## src/rtl/sseg_p2s.sv

```systemverilog
`default_nettype none
// ============================================================================
// Module   : sseg_p2s
// Brief    : 64-bit parallel-to-serial driver for a 74HC595 segment chain,
//            MSB first, with storage latch pulse and done strobe.
// Revision : 1.0 - initial release
// ============================================================================
module sseg_p2s #(
    parameter int DIV   = 2,
    parameter int NBITS = 64
) (
    input  logic             clk,
    input  logic             rst_n,
    input  logic             start,
    input  logic [NBITS-1:0] par_data,
    output logic             sclk,
    output logic             sout,
    output logic             slatch,
    output logic             busy,
    output logic             done
);

    localparam logic [2:0] c_IDLE     = 3'd0;
    localparam logic [2:0] c_SHIFT_LO = 3'd1;
    localparam logic [2:0] c_SHIFT_HI = 3'd2;
    localparam logic [2:0] c_LATCH    = 3'd3;
    localparam logic [2:0] c_DONE     = 3'd4;

    localparam logic [7:0] c_DIV_LAST = 8'(DIV - 1);
    localparam logic [5:0] c_BIT_LAST = 6'(NBITS - 1);

    logic [2:0]       r_state;
    logic [NBITS-1:0] r_shreg;
    logic [5:0]       r_bitcnt;
    logic [7:0]       r_divcnt;

    logic [2:0]       w_next_state;
    logic [NBITS-1:0] w_next_shreg;
    logic [5:0]       w_next_bitcnt;
    logic [7:0]       w_next_divcnt;
    logic             w_div_last;

    assign w_div_last = (r_divcnt == c_DIV_LAST);

    always_comb begin
        w_next_state  = c_IDLE;
        w_next_shreg  = r_shreg;
        w_next_bitcnt = r_bitcnt;
        w_next_divcnt = r_divcnt;
        case (r_state)
            c_IDLE: begin
                if (start) begin
                    w_next_state  = c_SHIFT_LO;
                    w_next_shreg  = par_data;
                    w_next_bitcnt = 6'd0;
                    w_next_divcnt = 8'd0;
                end
            end
            c_SHIFT_LO: begin
                if (w_div_last) begin
                    w_next_state  = c_SHIFT_HI;
                    w_next_divcnt = 8'd0;
                end else begin
                    w_next_state  = c_SHIFT_LO;
                    w_next_divcnt = r_divcnt + 8'd1;
                end
            end
            c_SHIFT_HI: begin
                if (w_div_last) begin
                    w_next_divcnt = 8'd0;
                    w_next_shreg  = {r_shreg[NBITS-2:0], 1'b0};
                    // bitcnt holds at its last value rather than wrapping
                    if (r_bitcnt == c_BIT_LAST) begin
                        w_next_state = c_LATCH;
                    end else begin
                        w_next_state  = c_SHIFT_LO;
                        w_next_bitcnt = r_bitcnt + 6'd1;
                    end
                end else begin
                    w_next_state  = c_SHIFT_HI;
                    w_next_divcnt = r_divcnt + 8'd1;
                end
            end
            c_LATCH: begin
                if (w_div_last) begin
                    w_next_state  = c_DONE;
                    w_next_divcnt = 8'd0;
                end else begin
                    w_next_state  = c_LATCH;
                    w_next_divcnt = r_divcnt + 8'd1;
                end
            end
            c_DONE:  w_next_state = c_IDLE;
            default: w_next_state = c_IDLE;
        endcase
    end

    // Outputs are registered from the next-state decode so each pin is a flop.
    always_ff @(posedge clk or negedge rst_n) begin
        if (!rst_n) begin
            r_state  <= c_IDLE;
            r_shreg  <= '0;
            r_bitcnt <= 6'd0;
            r_divcnt <= 8'd0;
            sclk     <= 1'b0;
            sout     <= 1'b0;
            slatch   <= 1'b0;
            busy     <= 1'b0;
            done     <= 1'b0;
        end else begin
            r_state  <= w_next_state;
            r_shreg  <= w_next_shreg;
            r_bitcnt <= w_next_bitcnt;
            r_divcnt <= w_next_divcnt;
            sclk     <= (w_next_state == c_SHIFT_HI);
            sout     <= ((w_next_state == c_SHIFT_LO) || (w_next_state == c_SHIFT_HI))
                        & w_next_shreg[NBITS-1];
            slatch   <= (w_next_state == c_LATCH);
            busy     <= (w_next_state != c_IDLE);
            done     <= (w_next_state == c_DONE);
        end
    end

endmodule
`default_nettype wire

```

## config.mk

```make
export PLATFORM = sky130hd
export DESIGN_NAME = sseg_p2s
export DESIGN_NICKNAME = d
export VERILOG_FILES = /design/src/rtl/sseg_p2s.sv
export SDC_FILE = /design/constraint.sdc
export NUM_CORES = 1
export LEC_CHECK = 0
export BUFFER_PORTS_ARGS = -buffer_cell sky130_fd_sc_hd__buf_2
export CORE_MARGIN = 1.5
export CORE_UTILIZATION = 59
export DETAILED_ROUTE_END_ITERATION = 16
export PLACE_DENSITY = 0.93
export SETUP_SLACK_MARGIN = 0.2
export SYNTH_ARGS = -nofsm -noshare
export SYNTH_HDL_FRONTEND = slang
export SYNTH_SLANG_ARGS = --single-unit
```

## constraint.sdc

```tcl
create_clock -name clk -period 3.9 [get_ports clk]
set_input_delay 0.195 -clock clk [delete_from_list [all_inputs] [get_ports clk]]
set_output_delay 0.195 -clock clk [all_outputs]
set_load 0.05 [all_outputs]
```

Yosys cells after proc, flatten, opt, wreduce, memory -nomap -nowiden
Cells that the tools add are included.
Widths: inputs -> output; s select.
{"block": "op_classes", "mux": 16, "addsub": 2, "bitwise": 1, "n_reduce_logical": 9, "eq_ne": 12}
{"cell": "$mux 64", "count": 2}
{"cell": "$pmux 64 s2", "count": 1}
{"cell": "$mux 6", "count": 3}
{"cell": "$mux 8", "count": 2}
{"cell": "$pmux 8 s2", "count": 1}
{"cell": "$eq 3x2->1 const B", "count": 4}
{"cell": "$pmux 3 s4", "count": 1}
{"cell": "$pmux 6 s2", "count": 1}
{"cell": "$add 8x1->8 const B", "count": 1}
{"cell": "$eq 8x1->1 const B", "count": 1}
{"cell": "$add 6x1->6 const B", "count": 1}
{"cell": "$eq 3x1->1 const B", "count": 2}
{"cell": "$eq 6x6->1 const B", "count": 1}
{"cell": "$mux 3", "count": 2}
{"cell": "$ne 2x2->1 const B", "count": 3}
{"cell": "$mux 2", "count": 2}
{"cell": "$reduce_and 4->1", "count": 1}
{"cell": "$reduce_bool 2->1", "count": 2}
{"cell": "$eq 3x3->1 const B", "count": 1}
{"cell": "$logic_not 3->1", "count": 1}
{"cell": "$reduce_and 3->1", "count": 1}
{"cell": "$reduce_bool 3->1", "count": 1}
{"cell": "$reduce_or 3->1", "count": 1}
{"cell": "$reduce_and 2->1", "count": 1}
{"cell": "3 further kinds", "count": 3}
{"block": "word_totals", "in_bits": 67, "reg_bits": 86, "output_inout_bits": 5}

Logic depth before layout (Yosys ltp)
{"block": "logic_depth", "ltp_word": 7, "depth_mapped": 8, "ltp_nobuf": 6}

Worst setup path after synthesis
Ideal clock, no wire load.
{"block": "synth_path", "path_type": "register to register", "startpoint": "reg r_divcnt[1]", "endpoint": "reg r_bitcnt[0]", "path_stages_with_launch": 7, "arrival_time_ps": 1960, "t_required_ps": 3775, "synth_period_minus_slack_ps": 2085, "setup_slack_ps": 1815, "cell_sequence": "dfrtp_1 > inv_1 > ha_1 > nor3b_1 > a31oi_1 > nor3_1 > mux2_2"}
{"block": "synth_via", "elab_chain_cells": 3}
{"item": "start, declared", "line_no": "35", "text": "logic [7:0] r_divcnt;"}
{"item": "start signal, assigned", "line_no": "114", "text": "r_divcnt <= w_next_divcnt;"}
{"item": "$eq 8x1->1", "line_no": "43", "text": "assign w_div_last = (r_divcnt == c_DIV_LAST);"}
{"item": "$ne 2x2->1 (no source line)"}
{"item": "$reduce_and 4->1 (no source line)"}
{"item": "end signal, assigned", "line_no": "113", "text": "r_bitcnt <= w_next_bitcnt;"}
{"item": "end, declared", "line_no": "34", "text": "logic [5:0] r_bitcnt;"}
No other way between the ends.
A chain may end at the register's enable or synchronous reset.

Final worst setup path
{"block": "layout_path", "startpoint": "reg r_divcnt[1]", "endpoint": "reg sout"}
{"item": "$eq 8x1->1", "line_no": "43"}
{"item": "$mux 64", "line_no": "69", "text": "if (w_div_last) begin"}
{"item": "$pmux 64 s2", "line_no": "50", "text": "case (r_state)"}
{"item": "via w_next_shreg[63]", "line_no": "38", "text": "logic [NBITS-1:0] w_next_shreg;"}
{"item": "$and 1x1->1", "line_no": "117", "text": "& w_next_shreg[NBITS-1];"}
{"item": "end signal, assigned", "line_no": "116", "text": "sout <= ((w_next_state == c_SHIFT_LO) || (w_next_state == c_SHIFT_HI))"}
{"item": "end, declared", "line_no": "17", "text": "output logic sout,"}
The timed path passes the listed nets, and every way through them passes these cells. The select of a mux whose other input is x is not followed.

==> flow_metrics.env <==
export IMPL_arrival_ps=2840
export IMPL_synth_edf_count=0
export IMPL_grt_ovfl_total=0
export IMPL_cts_tree="done"
export IMPL_wl_um=8100
export IMPL_whs_ps=-25.9
export IMPL_fp_dieH_um=83.6
export IMPL_postLayoutCoreUtil_pct=70.0
export IMPL_synth_cells=399
export IMPL_vias_per_cell=5.86
export IMPL_p_leak_nw=2.26
export IMPL_routedWlPerCell_um=14.9
export IMPL_grt_start_max_net_pins=87
export IMPL_ctsHoldBuffers=0
export IMPL_io_buffers=71
export IMPL_syn_area_per_cell_um2=9.61
export IMPL_worstPathRequired_ps=4150
export IMPL_num_vias=3180
export IMPL_synth_ff_latch_count=86
export IMPL_num_io_pins=72
export IMPL_grt_pass1_wl_um=13900
export IMPL_diodes=0
export IMPL_r2r_start="r_divcnt[1]"
export IMPL_hold_class="input port to asynchronous set/reset pin"
export IMPL_postCtsSetupBuffers=0
export IMPL_root_buffer="clkbuf_8"
export IMPL_hold_viol_final=21
export IMPL_cts_resized=0
export IMPL_start_util_pct=60.7
export IMPL_ys_types=41
export IMPL_cts_max_path_buffers=2
export IMPL_core_mm2=0.00631
export IMPL_fin_total_pwr_w=0.00165
export IMPL_grtUsageTotal_pct=24.9
export IMPL_timing_slew_headroom_pct=23.7
export IMPL_dp_hpwl_um=5320
export IMPL_yosys_top_cells_area="dfrtp_1 (56%), nand2_1 (13%), a22oi_1 (12%)"
export IMPL_status="complete, but fails checks"
export IMPL_synthFlopType="dfrtp_1"
export IMPL_synthesis_nets=469
export IMPL_drtAntennaViolNets=0
export IMPL_clkLatencyLatePin_ps=360
export IMPL_drc=0
export IMPL_synth_top_cell_by_area="dfrtp_1"
export IMPL_rows=29
export IMPL_end_kind="flip-flop"
export IMPL_fmax_mhz=386
export IMPL_drt_iter0_drc=299
export IMPL_fillCellCount=467
export IMPL_synth_area_mm2=0.00383
export IMPL_startpoint_type="flip-flop"
export IMPL_place_gp_congestion=0.929
export IMPL_nNetsFinal=531
export IMPL_critical_path_class="flip-flop to flip-flop"
export IMPL_async_flop_share_pct=100
export IMPL_min_period_over_period_pct=66.4
export IMPL_cp_startpoint="r_divcnt[1]"
export IMPL_numCtsBuffers=9
export IMPL_ys_seq_area_share_pct=56.2
export IMPL_cp_max_fo=63
export IMPL_finClkSkew_ps=12.3
export IMPL_rsz0062_at_grt="no"
export IMPL_drv_cap=0
export IMPL_dieArea_mm2=0.00699
export IMPL_slew_viol_final=0
export IMPL_antenna_found_initial=0
export IMPL_dr_pass1_iters=5
export IMPL_area_growth_pct=15.3
export IMPL_synth_warnings=0
export IMPL_htree_levels=3
export IMPL_tns_ps=0
export IMPL_ir_drop_mv=0.262
export IMPL_drive_gt1_share_pct=21.0
export IMPL_cts_sink_count=86
export IMPL_setup_viol=0
export IMPL_cts_clk_slew_worst_paths_ps=80
export IMPL_fin_crit_ps=2590
export IMPL_violations="hold timing"
export IMPL_grt_pass1_vias=3126
export IMPL_power_density_mw_per_mm2=373
export IMPL_synth_top_area_share_pct=56.2
export IMPL_tightest_slew_ps=1140
export IMPL_die_w_um=83.6
==> path summary, 6_finish.rpt <==
check,endpoint,slack [ps],depth (start not counted)
setup reg to reg,sout,1310,6
max in group asynchronous,r_shreg[42],3210,1
hold / removal,r_shreg[28],-30,1
min in group clk,r_shreg[29],50,3
hold reg to reg,r_shreg[37],480,2
setup / recovery,sout,1310,6
==> per-layer routing <==
layer / vias up / wire (um) / track usage [%]
met5: - / 0 / 0
met4: 0 / 212 / 12.5
met3: 18 / 395 / 5.74
met2: 98 / 3970 / 38.6
met1: 1537 / 3520 / 33.2
li1: 1527 / - / -
==> critical path, cell delays in order (launching register included) <==
cell	delay, ps
dfrtp_1	410
inv_1	90
ha_1	170
or3b_2	500
o31a_2	710
a221o_1	440
and3_1	150
==> area by class of cell <==
class,count,area (um2),share of cell area (%)
clock buffers,13,149,3.37
clock inverters,3,43.8,0.991
inverters,4,15.0,0.340
multi-input cells,286,1580,35.8
flip-flops and latches,86,2150,48.7
well taps,77,96.3,2.18
repair buffers,74,380,8.60
==> placed cells by master, fill, tap and decap left out, drive strengths merged, types with 2 or more instances in the layout <==
cell	netlist	layout
and3	5	5
ha	3	3
a21oi	7	7
nor4b	2	2
buf	8	74
nor2	5	5
a22o	4	4
o21ai	11	11
or3b	2	2
nand3	7	7
or2	3	3
a22oi	62	62
nand2	136	136
or3	2	2
nor2b	3	3
nor4	3	3
clkbuf	15	13
dfrtp	86	86
a21o	2	2
clkinv	0	2
inv	4	4
nand2b	4	4
mux2i	3	3
nor3	7	7
==> kinds of logic (layout without fill, tap and decap cells) <==
logic type	count (synthesis)	count (layout)	synth area share [%]
buf+inv	27	94	2.87
flops	86	86	56.2
fa+ha+maj	3	3	0.980
mux	4	4	1.08
compound gates	94	94	17.5
xor+xnor	1	1	0.229
simple gates	184	184	21.2
==> cell usage after synthesis, types with 2 or more instances <==
library cell  instances
a21o_1                2
a21oi_1               7
a22o_1                4
a22oi_1              62
and3_1                5
buf_2                 7
clkbuf_1             15
dfrtp_1              86
ha_1                  3
inv_1                 4
mux2i_1               3
nand2_1             136
nand2b_1              4
nand3_1               7
nor2_1                5
nor2b_1               3
nor3_1                6
nor4_1                2
nor4b_1               2
o21ai_0              11
or2_2                 3
or3_1                 2
or3b_2                2
==> stage by stage <==
step           hold slack [ps]  setup slack, ps  cells  area, um2
2_1_floorplan             -101             1820    399       3830
3_3_place_gp               409             1370    527       4230
3_5_place_dp               418             1290    527       4230
4_1_cts                   45.7             1300    543       4420
5_1_grt                   50.9             1130    543       4420
6_report                 -25.9             1310    543       4420
==> sequential cells by signal, indices dropped and copies added, names as in the netlist <==
name / flops
busy: 1
done: 1
r_bitcnt: 6
r_divcnt: 8
r_shreg: 64
r_state: 3
sclk: 1
slatch: 1
sout: 1
==> report_power, final <==
part | internal (W) | switching (W)
registers | 0.000926 | 0.0000191
clock network | 0.000314 | 0.000301
logic | 0.0000379 | 0.0000491
total | 0.00128 | 0.000369
Note: power is estimated with default switching activity, not from simulation.
